[src/rtl/mc_pkg.sv]
// Shared definitions for the multicycle MIPS control path.
// Holds the controller state encoding, opcode/funct constants and ALU operation codes.
package mc_pkg;

  localparam int OP_W    = 6;
  localparam int ALUOP_W = 3;

  typedef enum logic [3:0] {
    IDLE     = 4'd0,
    FETCH    = 4'd1,
    DECODE   = 4'd2,
    MEMADR   = 4'd3,
    MEMREAD  = 4'd4,
    MEMWB    = 4'd5,
    MEMWRITE = 4'd6,
    EXECUTE  = 4'd7,
    ALUWB    = 4'd8,
    BRANCH   = 4'd9,
    ADDIEX   = 4'd10,
    ADDIWB   = 4'd11,
    JUMP     = 4'd12
  } state_t;

  localparam logic [OP_W-1:0] OP_RTYPE = 6'b000000;
  localparam logic [OP_W-1:0] OP_LW    = 6'b100011;
  localparam logic [OP_W-1:0] OP_SW    = 6'b101011;
  localparam logic [OP_W-1:0] OP_BEQ   = 6'b000100;
  localparam logic [OP_W-1:0] OP_ADDI  = 6'b001000;
  localparam logic [OP_W-1:0] OP_J     = 6'b000010;

  localparam logic [OP_W-1:0] FN_ADD = 6'b100000;
  localparam logic [OP_W-1:0] FN_SUB = 6'b100010;
  localparam logic [OP_W-1:0] FN_AND = 6'b100100;
  localparam logic [OP_W-1:0] FN_OR  = 6'b100101;
  localparam logic [OP_W-1:0] FN_SLT = 6'b101010;

  localparam logic [ALUOP_W-1:0] ALU_ADD = 3'b010;
  localparam logic [ALUOP_W-1:0] ALU_SUB = 3'b110;
  localparam logic [ALUOP_W-1:0] ALU_AND = 3'b000;
  localparam logic [ALUOP_W-1:0] ALU_OR  = 3'b001;
  localparam logic [ALUOP_W-1:0] ALU_SLT = 3'b111;

endpackage

[src/rtl/mc_control_if.sv]
// Control bundle between the sequencing controller and the datapath.
// master = controller (consumes IR fields/flags, drives enables); slave = datapath.
interface mc_control_if;
  import mc_pkg::*;

  logic [OP_W-1:0]    opcode;
  logic [OP_W-1:0]    funct;
  logic               zero;
  logic               mem_ready;

  logic               mem_req;
  logic               mem_write;
  logic               i_or_d;
  logic               ir_write;
  logic               pc_en;
  logic [1:0]         pc_src;
  logic               alu_src_a;
  logic [1:0]         alu_src_b;
  logic [ALUOP_W-1:0] aluop;
  logic               reg_dst;
  logic               mem_to_reg;
  logic               reg_write;
  logic               illegal;

  modport master (
    input  opcode, funct, zero, mem_ready,
    output mem_req, mem_write, i_or_d, ir_write, pc_en, pc_src,
           alu_src_a, alu_src_b, aluop, reg_dst, mem_to_reg, reg_write, illegal
  );

  modport slave (
    output opcode, funct, zero, mem_ready,
    input  mem_req, mem_write, i_or_d, ir_write, pc_en, pc_src,
           alu_src_a, alu_src_b, aluop, reg_dst, mem_to_reg, reg_write, illegal
  );

endinterface

[src/rtl/mc_alu_decoder.sv]
// R-type funct to ALU operation decoder, purely combinational.
// Unknown funct codes fall back to ADD and raise funct_illegal.
module mc_alu_decoder
  import mc_pkg::*;
(
  input  logic [OP_W-1:0]    funct,
  output logic [ALUOP_W-1:0] aluop,
  output logic               funct_illegal
);

  // Map the funct field onto the shared ALU operation code
  always_comb begin
    aluop         = ALU_ADD;
    funct_illegal = 1'b0;
    case (funct)
      FN_ADD:  aluop = ALU_ADD;
      FN_SUB:  aluop = ALU_SUB;
      FN_AND:  aluop = ALU_AND;
      FN_OR:   aluop = ALU_OR;
      FN_SLT:  aluop = ALU_SLT;
      default: funct_illegal = 1'b1;
    endcase
  end

endmodule

[src/rtl/mc_control.sv]
// Moore sequencing controller for the multicycle MIPS datapath.
// Steps each instruction through fetch/decode/execute/memory/writeback and
// stalls on the memory req/ready handshake.
// Optional: define MC_CONTROL_PERF_CNT_EN to add cycle and retired-instruction counters.
module mc_control
  import mc_pkg::*;
(
  input  logic               clk,
  input  logic               rst_n,
  mc_control_if.master       bus
`ifdef MC_CONTROL_PERF_CNT_EN
  ,
  output logic [31:0]        cycle_cnt,
  output logic [31:0]        instret_cnt
`endif
);

  state_t             state_reg;
  state_t             state_next;

  logic [ALUOP_W-1:0] dec_aluop;
  logic               dec_funct_illegal;

  logic               pc_write;
  logic               branch;
  logic               mem_req;
  logic               mem_write;
  logic               i_or_d;
  logic               ir_write;
  logic [1:0]         pc_src;
  logic               alu_src_a;
  logic [1:0]         alu_src_b;
  logic [ALUOP_W-1:0] aluop;
  logic               reg_dst;
  logic               mem_to_reg;
  logic               reg_write;
  logic               illegal;

  mc_alu_decoder u_alu_decoder (
    .funct         (bus.funct),
    .aluop         (dec_aluop),
    .funct_illegal (dec_funct_illegal)
  );

  // State register; reset aborts any instruction in flight immediately
  always_ff @(posedge clk or negedge rst_n) begin
    if (!rst_n) state_reg <= IDLE;
    else        state_reg <= state_next;
  end

  // Next-state and per-state control outputs
  always_comb begin
    state_next = state_reg;
    pc_write   = 1'b0;
    branch     = 1'b0;
    mem_req    = 1'b0;
    mem_write  = 1'b0;
    i_or_d     = 1'b0;
    ir_write   = 1'b0;
    pc_src     = 2'b00;
    alu_src_a  = 1'b0;
    alu_src_b  = 2'b00;
    aluop      = '0;
    reg_dst    = 1'b0;
    mem_to_reg = 1'b0;
    reg_write  = 1'b0;
    illegal    = 1'b0;
    case (state_reg)
      IDLE: state_next = FETCH;
      FETCH: begin
        mem_req   = 1'b1;
        alu_src_b = 2'b01;
        aluop     = ALU_ADD;
        ir_write  = bus.mem_ready;
        pc_write  = bus.mem_ready;
        if (bus.mem_ready) state_next = DECODE;
      end
      DECODE: begin
        // ALU precomputes PC+4 + (imm<<2) as a speculative branch target
        alu_src_b = 2'b11;
        aluop     = ALU_ADD;
        case (bus.opcode)
          OP_LW, OP_SW: state_next = MEMADR;
          OP_RTYPE:     state_next = EXECUTE;
          OP_BEQ:       state_next = BRANCH;
          OP_ADDI:      state_next = ADDIEX;
          OP_J:         state_next = JUMP;
          default: begin
            illegal    = 1'b1;
            state_next = FETCH;
          end
        endcase
      end
      MEMADR: begin
        alu_src_a  = 1'b1;
        alu_src_b  = 2'b10;
        aluop      = ALU_ADD;
        state_next = (bus.opcode == OP_LW) ? MEMREAD : MEMWRITE;
      end
      MEMREAD: begin
        mem_req = 1'b1;
        i_or_d  = 1'b1;
        if (bus.mem_ready) state_next = MEMWB;
      end
      MEMWB: begin
        mem_to_reg = 1'b1;
        reg_write  = 1'b1;
        state_next = FETCH;
      end
      MEMWRITE: begin
        mem_req   = 1'b1;
        mem_write = 1'b1;
        i_or_d    = 1'b1;
        if (bus.mem_ready) state_next = FETCH;
      end
      EXECUTE: begin
        alu_src_a = 1'b1;
        aluop     = dec_aluop;
        if (dec_funct_illegal) begin
          illegal    = 1'b1;
          state_next = FETCH;
        end else begin
          state_next = ALUWB;
        end
      end
      ALUWB: begin
        reg_dst    = 1'b1;
        reg_write  = 1'b1;
        state_next = FETCH;
      end
      BRANCH: begin
        alu_src_a  = 1'b1;
        aluop      = ALU_SUB;
        pc_src     = 2'b01;
        branch     = 1'b1;
        state_next = FETCH;
      end
      ADDIEX: begin
        alu_src_a  = 1'b1;
        alu_src_b  = 2'b10;
        aluop      = ALU_ADD;
        state_next = ADDIWB;
      end
      ADDIWB: begin
        reg_write  = 1'b1;
        state_next = FETCH;
      end
      JUMP: begin
        pc_src     = 2'b10;
        pc_write   = 1'b1;
        state_next = FETCH;
      end
      // Unencoded state values recover through IDLE with all outputs quiet
      default: state_next = IDLE;
    endcase
  end

  assign bus.mem_req    = mem_req;
  assign bus.mem_write  = mem_write;
  assign bus.i_or_d     = i_or_d;
  assign bus.ir_write   = ir_write;
  assign bus.pc_en      = pc_write | (branch & bus.zero);
  assign bus.pc_src     = pc_src;
  assign bus.alu_src_a  = alu_src_a;
  assign bus.alu_src_b  = alu_src_b;
  assign bus.aluop      = aluop;
  assign bus.reg_dst    = reg_dst;
  assign bus.mem_to_reg = mem_to_reg;
  assign bus.reg_write  = reg_write;
  assign bus.illegal    = illegal;

`ifdef MC_CONTROL_PERF_CNT_EN
  logic retire;

  // An instruction retires when a completing state hands back to FETCH;
  // illegal returns from DECODE/EXECUTE are deliberately excluded
  always_comb begin
    retire = 1'b0;
    case (state_reg)
      MEMWB, ALUWB, BRANCH, ADDIWB, JUMP: retire = 1'b1;
      MEMWRITE:                           retire = bus.mem_ready;
      default:                            retire = 1'b0;
    endcase
  end

  // Free-running performance counters, wrapping at 2^32
  always_ff @(posedge clk or negedge rst_n) begin
    if (!rst_n) begin
      cycle_cnt   <= '0;
      instret_cnt <= '0;
    end else begin
      if (state_reg != IDLE) cycle_cnt   <= cycle_cnt + 32'd1;
      if (retire)            instret_cnt <= instret_cnt + 32'd1;
    end
  end
`endif

endmodule

[src/flat_wrapper.sv]
// flat-port wrapper written by rule: the top's interface ports become plain ports
module mc_control_flat import mc_pkg::*;
  (clk, rst_n, bus_opcode, bus_funct, bus_zero, bus_mem_ready, bus_mem_req, bus_mem_write, bus_i_or_d, bus_ir_write, bus_pc_en, bus_pc_src, bus_alu_src_a, bus_alu_src_b, bus_aluop, bus_reg_dst, bus_mem_to_reg, bus_reg_write, bus_illegal);
  mc_control_if bus_i ();
  input  logic clk;
  input  logic rst_n;
  input wire logic [$bits(bus_i.opcode)-1:0] bus_opcode;
  input wire logic [$bits(bus_i.funct)-1:0] bus_funct;
  input wire logic [$bits(bus_i.zero)-1:0] bus_zero;
  input wire logic [$bits(bus_i.mem_ready)-1:0] bus_mem_ready;
  output wire logic [$bits(bus_i.mem_req)-1:0] bus_mem_req;
  output wire logic [$bits(bus_i.mem_write)-1:0] bus_mem_write;
  output wire logic [$bits(bus_i.i_or_d)-1:0] bus_i_or_d;
  output wire logic [$bits(bus_i.ir_write)-1:0] bus_ir_write;
  output wire logic [$bits(bus_i.pc_en)-1:0] bus_pc_en;
  output wire logic [$bits(bus_i.pc_src)-1:0] bus_pc_src;
  output wire logic [$bits(bus_i.alu_src_a)-1:0] bus_alu_src_a;
  output wire logic [$bits(bus_i.alu_src_b)-1:0] bus_alu_src_b;
  output wire logic [$bits(bus_i.aluop)-1:0] bus_aluop;
  output wire logic [$bits(bus_i.reg_dst)-1:0] bus_reg_dst;
  output wire logic [$bits(bus_i.mem_to_reg)-1:0] bus_mem_to_reg;
  output wire logic [$bits(bus_i.reg_write)-1:0] bus_reg_write;
  output wire logic [$bits(bus_i.illegal)-1:0] bus_illegal;
  assign bus_i.opcode = bus_opcode;
  assign bus_i.funct = bus_funct;
  assign bus_i.zero = bus_zero;
  assign bus_i.mem_ready = bus_mem_ready;
  assign bus_mem_req = bus_i.mem_req;
  assign bus_mem_write = bus_i.mem_write;
  assign bus_i_or_d = bus_i.i_or_d;
  assign bus_ir_write = bus_i.ir_write;
  assign bus_pc_en = bus_i.pc_en;
  assign bus_pc_src = bus_i.pc_src;
  assign bus_alu_src_a = bus_i.alu_src_a;
  assign bus_alu_src_b = bus_i.alu_src_b;
  assign bus_aluop = bus_i.aluop;
  assign bus_reg_dst = bus_i.reg_dst;
  assign bus_mem_to_reg = bus_i.mem_to_reg;
  assign bus_reg_write = bus_i.reg_write;
  assign bus_illegal = bus_i.illegal;
  mc_control u_core (.clk(clk), .rst_n(rst_n), .bus(bus_i));
endmodule
[config.mk]
export PLATFORM = sky130hd
export DESIGN_NAME = mc_control_flat
export DESIGN_NICKNAME = d
export VERILOG_FILES = /design/src/rtl/mc_pkg.sv /design/src/rtl/mc_control_if.sv /design/src/rtl/mc_alu_decoder.sv /design/src/rtl/mc_control.sv /design/src/flat_wrapper.sv
export SDC_FILE = /design/constraint.sdc
export NUM_CORES = 1
export LEC_CHECK = 0
export BUFFER_PORTS_ARGS = -buffer_cell sky130_fd_sc_hd__buf_2
export CORE_MARGIN = 2
export CORE_UTILIZATION = 45
export DETAILED_ROUTE_END_ITERATION = 8
export MAX_ROUTING_LAYER = met4
export PLACE_DENSITY = 0.78
export SETUP_SLACK_MARGIN = 0.05
export SYNTH_ARGS = -nofsm -noshare
export SYNTH_HDL_FRONTEND = slang
export SYNTH_HIERARCHICAL = 1
export SYNTH_SLANG_ARGS = --single-unit
[constraint.sdc]
create_clock -name clk -period 1.7 [get_ports clk]
set_input_delay 0 -clock clk [delete_from_list [all_inputs] [get_ports clk]]
set_output_delay 0 -clock clk [all_outputs]
set_load 0.03 [all_outputs]
Word-level counts from Yosys, hierarchy flattened --
Index checks and enable logic that the tools add are counted.
Word-level totals: register bits after elaboration 4, logic and storage cells 65, output and inout bits 17, input port bits 16
Operators by class: eq/ne operators 25, bitwise operators 2, multiplexer cells 24, reductions and logical operators 13
Operators by type and width (number):
- equality test 6 bit, second input constant | 7
- one-hot mux 4 bit (8 select lines) | 1
- equality test 4 bit, second input constant | 5
- one-hot mux 4 bit (5 select lines) | 1
- equality test 4 x 3 -> 1 bit, second input constant | 4
- two-way mux 4 bit | 4
- one-hot mux 3 bit (4 select lines) | 1
- OR reduction 6 bit | 2
- two-way mux 1 bit | 11
- one-hot mux 3 bit (3 select lines) | 1
- equality test 4 x 2 -> 1 bit, second input constant | 2
- OR reduction 4 bit | 2
- equality test 6 x 2 -> 1 bit, second input constant | 1
- equality test 6 x 3 -> 1 bit, second input constant | 1
- equality test 6 x 4 -> 1 bit, second input constant | 1
- zero test 6 bit | 1
- inequality test 2 bit, second input constant | 3
- one-hot mux 2 bit (3 select lines) | 1
- OR reduction 2 bit | 3
- OR reduction 3 bit | 2
- OR reduction 5 bit | 1
- equality test 4 x 1 -> 1 bit, second input constant | 1
- zero test 4 bit | 1
- one-hot mux 1 bit (2 select lines) | 2
- 5 further kinds | 5

Depth between registers and ports, before layout --
Gate-level depths: netlist of the first run.
word-level depth 4, mapped depth 5, depth with buffers taken out 5

Cells and area by module --
Netlist of the first run, hierarchy kept.
By module, submodules not included:
- mc_control | cells an instance 86, area an instance 620.6 um^2, sequential area each 100.1 um^2, times used 1
- mc_alu_decoder | cells an instance 10, area an instance 83.8 um^2, sequential area each 0.0 um^2, times used 1

Worst setup path before layout of the first run --
Ideal clock, no wire load.
path type reg-to-output, start register u_core.state_reg[1], end output bus_pc_en, path slack -0.260 ns, required time 1.700 ns, cell stages (with the launch flop) 5, buffers on the path 1, arrival time 1.960 ns, cells stage by stage dfrtp_1 > buf_2 > nor4bb_1 > a32oi_1 > nand2_1
Between the ends: cells in the longest elaborated chain, start to end 4, elaborated cells between the ends (all ways) 7, those cells by class eq/ne: 3; mux: 2; bitwise: 2
Ends and longest elaborated chain:
- from (decl) | RTL line mc_control.sv:18 | state_t state_reg;
- from (signal assigned) | RTL line mc_control.sv:48 | else state_reg <= state_next;
- equality test 4 bit | RTL line mc_control.sv:68 | case (state_reg)
- two-way mux 1 bit | RTL line mc_control.sv:68
- bitwise AND 1 bit | RTL line mc_control.sv:162 | assign bus.pc_en = pc_write | (branch & bus.zero);
- bitwise OR 1 bit (*) | RTL line mc_control.sv:162
- to (decl) | RTL line flat_wrapper.sv:15 | output wire logic [$bits(bus_i.pc_en)-1:0] bus_pc_en;
Every way passes the cells marked *; elsewhere a longest branch is shown, timed or not.

Worst setup path after layout of the first run --
start register u_core.state_reg[3], end output bus_illegal
Between the ends: cells in the longest elaborated chain, start to end 2, elaborated cells between the ends (all ways) 3, those cells by class eq/ne: 2; mux: 1
Ends and longest elaborated chain:
- equality test 4 x 3 -> 1 bit or equality test 4 x 2 -> 1 bit (tied branches) | RTL line mc_control.sv:68
- one-hot mux 1 bit (2 select lines) (*) | RTL line mc_control.sv:68
- to (decl) | RTL line flat_wrapper.sv:23 | output wire logic [$bits(bus_i.illegal)-1:0] bus_illegal;
Marks and branches as above.

==> impl_results.md, run 1 <==
* Fin area at between 900 and 1000 um^2
* Layout cells sized above 1 at 0.409
* WS Path Type: reg2out
* Synth Register Bits at 4
* Worst-path clk slew at 0.04 ns
* Buffers on Ports at 32
* Final period util at 0.935
* Num Clock Sinks at 4
* DR iter-0 viols at 10
* Fin crit period at about 1.6 ns
* CP max FO at 18
* First drt pass iteration count at 4
* Clock insertion delay at the later pin of the skew report at between 0.2 and 0.25 ns
* Grt ovf at 0
* Ports at 33
* Hold Path Origin: bus_opcode[4]
* Fin worst setup slack at between 0.1 and 0.15 ns
* Site Rows at 14
* Inserted Clock Buffers at 3
* FF-to-FF Start: u_core/state_reg[1]
* Max H-tree Level at 1
* Syn_area_per_cell at about 7.3 um^2
* Power per Cell Area at between 1000 and 1500 nW/um^2
* Ys Warns at 6
* DRT Wirelength at between 1500 and 2000 um
* Most frequent cells in the layout: buf_2 (31), buf_4 (9), nor2_1 (9)
* Final Hold Fails at 0
* Avg WL per Cell at 12.6 um
* Max FFs per register at 4
* Die Ht at 43.6 um
* Root Buffer: clkbuf_4
* DR DRC count at 0
* Initial core utilization at 0.473
* Layout Cells excl Fill at roughly 150
* TritonCTS clock tree: built
* Post-DP HPWL at 1460 um
* Crit. End Element: output pin
* Placed Cells at about 140
* LEAKAGE at about 0.45 nW
* Startpoint types: flop
* Worst min-delay path endpoint: u_core/state_reg[3]
* Antenna violations before repair at 0
* Total Routing Usage GR at 0.209
* Hold Path Class: in2reg
* Clock Skew at approximately 0.0012 ns
* Worst Tran Pin Value at 0.386 ns
* N_diodes at 0
* Syn_nets at 112
* Max Freq at approximately 630 MHz
* Status: completed
* Reg2reg setup slack at between 0.3 and 0.4 ns
* Largest net degree at the start of global routing at 19
* R2r worst-path depth at 4
* Total power at 1.42 mW
* Fin. max-slew vios at 0
* Vias in the first global route at around 710
* Critical path data arrival time at between 1.5 and 2 ns
* Fill cell count at between 150 and 200
* Slew headroom at 0.741
* Max Cap Viol at 0
* RR Endpoint: u_core/state_reg[0]
* Commonest non-fill, non-tap cell in the layout: buf_2
* CP startpoint: u_core/state_reg[3]
* Worst hold stages at 3
* Top_reg_cell synth: dfrtp_1
* Via density at 5.84
* Routed Antenna Nets at 0
* Full die area at between 1500 and 2000 um^2
* Yosys cell types at between 40 and 50
* Asr flop ratio synth at 1.00
* Synthesized area at 704 um^2
* RD Place Congestion at roughly 0.76
* Layout Area Growth over Synthesis at 36.4%
* Sequential area share after synthesis at 0.142
* Post-DP Area at around 900 um^2
* Setup TNS at 0 ns
* Synth Instances at 96
* Core area at about 1500 um^2
* Peak supply drop at roughly 0.00070 V
* First-pass GRT wire length at roughly 3000 um
* Post-synth EDFFs at 0
* Place WS at 0.217 ns
* CTS Buffer Depth at 2
* RSZ-0062 raised after global routing: no
* Net count, final at 150
* Via Count at approximately 860
* Final Setup Violations at 0
* Chip width at roughly 44 um
* Critical path required time at approximately 1.7 ns
[metrics by stage]
step	util	hold slack [ns]
6_report	0.645	0.106
5_1_grt	0.645	0.125
4_1_cts	0.620	0.107
3_5_place_dp	0.597	-0.193
3_3_place_gp	0.597	-0.195
2_1_floorplan	-	-0.296
[report_power, final]
group          switching [mW]  total [mW]  internal (mW)
sequential             0.0988       0.233          0.134
clock                  0.0305       0.109         0.0784
combinational           0.634        1.08          0.443
total                   0.764        1.42          0.656
[critical path, cell delays in order, from the launching register on]
cell,delay (ns)
dfrtp_2,0.51
nor4b_4,0.35
o21ai_0,0.17
o22ai_1,0.12
buf_2,0.21
[final cells by class]
| class | instances | area [um^2] | area share |
|---|---|---|---|
| Multi-Input combinational cell | 82 | 574 | 0.598 |
| Timing Repair Buffer | 41 | 233 | 0.242 |
| Sequential cell | 4 | 104 | 0.108 |
| Clock buffer | 3 | 22.5 | 0.0234 |
| Tap cell | 16 | 20.0 | 0.0208 |
| Inverter | 2 | 7.51 | 0.00781 |
[worst max path at each step]
| stage | cells after the start | endpoint | slack, ns |
|---|---|---|---|
| final | 4 | bus_illegal | 0.11 |
| after global routing | 4 | bus_illegal | 0.02 |
| after CTS | 4 | bus_reg_write | 0.04 |
| after detailed placement | 4 | bus_reg_write | 0.22 |
| after global placement | 4 | bus_illegal | 0.28 |
| after floorplan | 4 | bus_pc_en | 0.07 |
[repair_timing]
action | in CTS | in global routing
endpoints found under the hold margin | 4 | 0
endpoints found under the setup margin | 3 | 6
pin swaps | 0 | 0
gates cloned | 0 | 0
resized for setup | 2 | 4
setup buffers | 0 | 3
hold buffers | 1 | 0
[metal layers]
metal  track usage  part of all wire
met5             -                 0
met4        0.0303            0.0065
met3        0.0292             0.041
met2         0.350              0.47
met1         0.271              0.48
[synthesized netlist by cell type (2+ instances only)]
cell type,count,area [um^2]
nor2_1,9,33.8
buf_2,7,35.0
nand2b_1,7,43.8
o21ai_0,7,35.0
dfrtp_1,4,100
nand3_1,4,20.0
nor3_1,4,20.0
o22ai_1,4,25.0
a21boi_0,3,22.5
nand2_1,3,11.3
a21o_1,2,15.0
and4bb_1,2,25.0
inv_1,2,7.51
mux2_2,2,22.5
nor2b_1,2,12.5
nor3b_1,2,15.0
nor4bb_1,2,20.0
o21a_1,2,15.0
o31ai_1,2,15.0
[kinds of logic (layout without fill, tap and decap cells)]
| logic type | after synthesis | in the layout | synth area share |
|---|---|---|---|
| compound gates | 28 | 28 | 0.266 |
| xor+xnor | 2 | 2 | 0.0249 |
| fa+ha+maj | 1 | 1 | 0.0142 |
| buf+inv | 10 | 46 | 0.0675 |
| flops | 4 | 4 | 0.142 |
| mux | 3 | 3 | 0.0462 |
| simple gates | 48 | 48 | 0.439 |
(Power assumes the default switching activity.)
==> inputs of run 2 (changes only) <==
ABC_AREA = 1   (was not set)
PLACE_DENSITY = 0.79   (was 0.78)
==> run 2 against run 1 <==
  * Via count grew 6.7%
  * Worst setup slack gained 0.049 ns
  * Non-clock buffer count shrank 8
  * Critical path type unchanged
  * Largest cell class unchanged
  * Highest routed layer unchanged
  * Clock-buffer cell count is the same
  * Global-route usage grew 2.4 points
  * Combinational power shrank 13%
  * Critical path depth grew 2
==> impl_results.md, run 2 <==
* Commonest non-fill, non-tap cell in the layout: nand2_1
* Top_reg_cell synth: dfrtp_1
* Hold Path Class: in2reg
* First-pass GRT wire length at 3170 um
* Top post-synthesis cells by area: nand2_1 (20%), dfrtp_1 (15%), nand3_1 (14%)
* Most frequent cells in the layout: nand2_1 (35), buf_2 (32), inv_1 (24)
* Max H-tree Level at 1
* Worst Tran Pin Value at roughly 0.21 ns
* Sequential area share after synthesis at 0.149
* Via density at around 5
* Clock Skew at ~0.0030 ns
* Fin crit period at 1.54 ns
* Grt ovf at 0
* FF-to-FF Start: u_core/state_reg[0]
* Ports at 33
* Layout cells sized above 1 at 0.303
* Fin. max-slew vios at 0
* Final Hold Fails at 0
* WS Path Type: reg2out
* CP cell instances: inv_1, nand2_1, a21oi_1, nor2_1, nand3_1, buf_2
* Status: completed
* Antenna violations before repair at 0
* Synth Instances at ~130
* Core area at roughly 1400 um^2
* Num Clock Sinks at 4
* Routed Antenna Nets at 0
* Yosys cell types at 19
* Most frequent cell after synthesis: nand2_1
* RR Endpoint: u_core/state_reg[2]
* Buffers on Ports at 32
* Max FFs per register at 4
* Post-synth EDFFs at 0
* Critical-path top delay cell: dfrtp_1
* Crit. End Element: output pin
* Die Ht at between 40 and 50 um
* TritonCTS clock tree: built
* R2r worst-path depth at 7
* Ys Warns at 6
* Peak supply drop at about 0.00084 V
* Post-DP Area at roughly 850 um^2
* Max Freq at about 650 MHz
* Synth Register Bits at 4
* Final Util at 0.657
* Final period util at 0.906
* Syn_nets at roughly 150
* Asr flop ratio synth at 1.00
* Area leader, netlist: nand2_1
* RD Place Congestion at slightly below 0.9
* Power per Cell Area at around 1400 nW/um^2
* Clock insertion delay at the later pin of the skew report at 0.24 ns
* Reg2reg setup slack at around 0.40 ns
* Post-DP HPWL at 1540 um
* Chip width at roughly 43 um
* Layout Area Growth over Synthesis at 32.3%
* Final Setup Violations at 0
* Setup TNS at 0 ns
* CTS Buffer Depth at 2
* Yosys top cell area share at 0.196
* Critical path required time at ~1.7 ns
* Slew headroom at 0.857
* Max Cap Viol at 0
* Total power at between 1 and 1.5 mW
* Hold_ws at approximately 0.074 ns
* Full die area at 1820 um^2
* Worst-path clk slew at ~0.040 ns
* RSZ-0062 raised after global routing: no
* CP startpoint: u_core/state_reg[0]
* Syn_area_per_cell at just over 5 um^2
* Inserted Clock Buffers at 3
* Top cell types by occurrence after synthesis: nand2_1 (35), inv_1 (24), nor2_1 (21)
* CP max FO at 6
* Net count, final at between 150 and 200
* Critical Path End: bus_aluop[1]
* Total Routing Usage GR at 0.232
* Startpoint types: flop
* LEAKAGE at between 0.5 and 0.6 nW
* Synthesized area at about 670 um^2
* DRT Wirelength at approximately 1800 um
* Post-CTS setup buffers at 0
* Via Count at 922
* Largest net degree at the start of global routing at 7
* Crit-path max cell delay at ~0.39 ns
* First drt pass iteration count at 7
* N_diodes at 0
* Avg WL per Cell at 10.2 um
* Critical path data arrival time at 1.54 ns
* Fin area at just under 900 um^2
* Root Buffer: clkbuf_4
* Vias in the first global route at between 800 and 900
* DR DRC count at 0
* Initial core utilization at 0.497
* DR iter-0 viols at 38
* Site Rows at 13
## run 2: cells by family (layout without fill, tap and decap cells)
family                 count (synthesis)  after routing  synth area share
buffers and inverters                 26             62             0.146
AND/OR/NAND/NOR                       89             89             0.610
AO/OA/AOI/OAI                         10             10            0.0952
flip-flops                             4              4             0.149
## run 2: through the flow
step / instances / setup slack [ns]
2_1_floorplan: 129 / 0.137
3_3_place_gp: 176 / 0.423
3_5_place_dp: 176 / 0.426
4_1_cts: 180 / 0.175
5_1_grt: 180 / 0.0744
6_report: 180 / 0.160
## run 2: worst min path at each step
stage | start | end | slack [ns] | cells after the start
after floorplan | rst_n | u_core/state_reg[0] | -0.30 | 0
after global placement | rst_n | u_core/state_reg[2] | -0.19 | 1
after detailed placement | rst_n | u_core/state_reg[2] | -0.19 | 1
after CTS | bus_mem_ready | u_core/state_reg[1] | 0.07 | 4
after global routing | bus_mem_ready | u_core/state_reg[1] | 0.09 | 4
final | bus_mem_ready | u_core/state_reg[1] | 0.07 | 4
## run 2: per-layer routing
metal | global-route usage | wire length (um)
met1 | 0.270 | 759
met5 | - | 0
met2 | 0.406 | 910
met3 | 0.0129 | 153
met4 | 0.106 | 19
## run 2: cell type report
cell class,instances,area (um^2)
clock buffers,3,22.5
repair buffers,33,170
fillers,135,463
multi-input cells,99,478
inverters,26,97.6
flip-flops and latches,4,100
well taps,15,18.8
## run 2: power breakdown
part,leakage [nW],total (mW),internal [mW],switching (mW)
registers,0.0513,0.170,0.130,0.0401
logic,0.516,0.940,0.267,0.673
clock network,0.0138,0.119,0.0791,0.0403
## run 2: worst max-delay path: cells and delay by family, from the launching register on
kind            cells  cell delay [ns]
flops               1             0.39
buf+inv             2             0.35
simple gates        3             0.31
compound gates      1             0.25
## run 2: timing repair
| item | in CTS | in global routing |
|---|---|---|
| gates resized for setup | 0 | 0 |
| hold endpoints to repair | 4 | 0 |
| hold buffers | 1 | 0 |
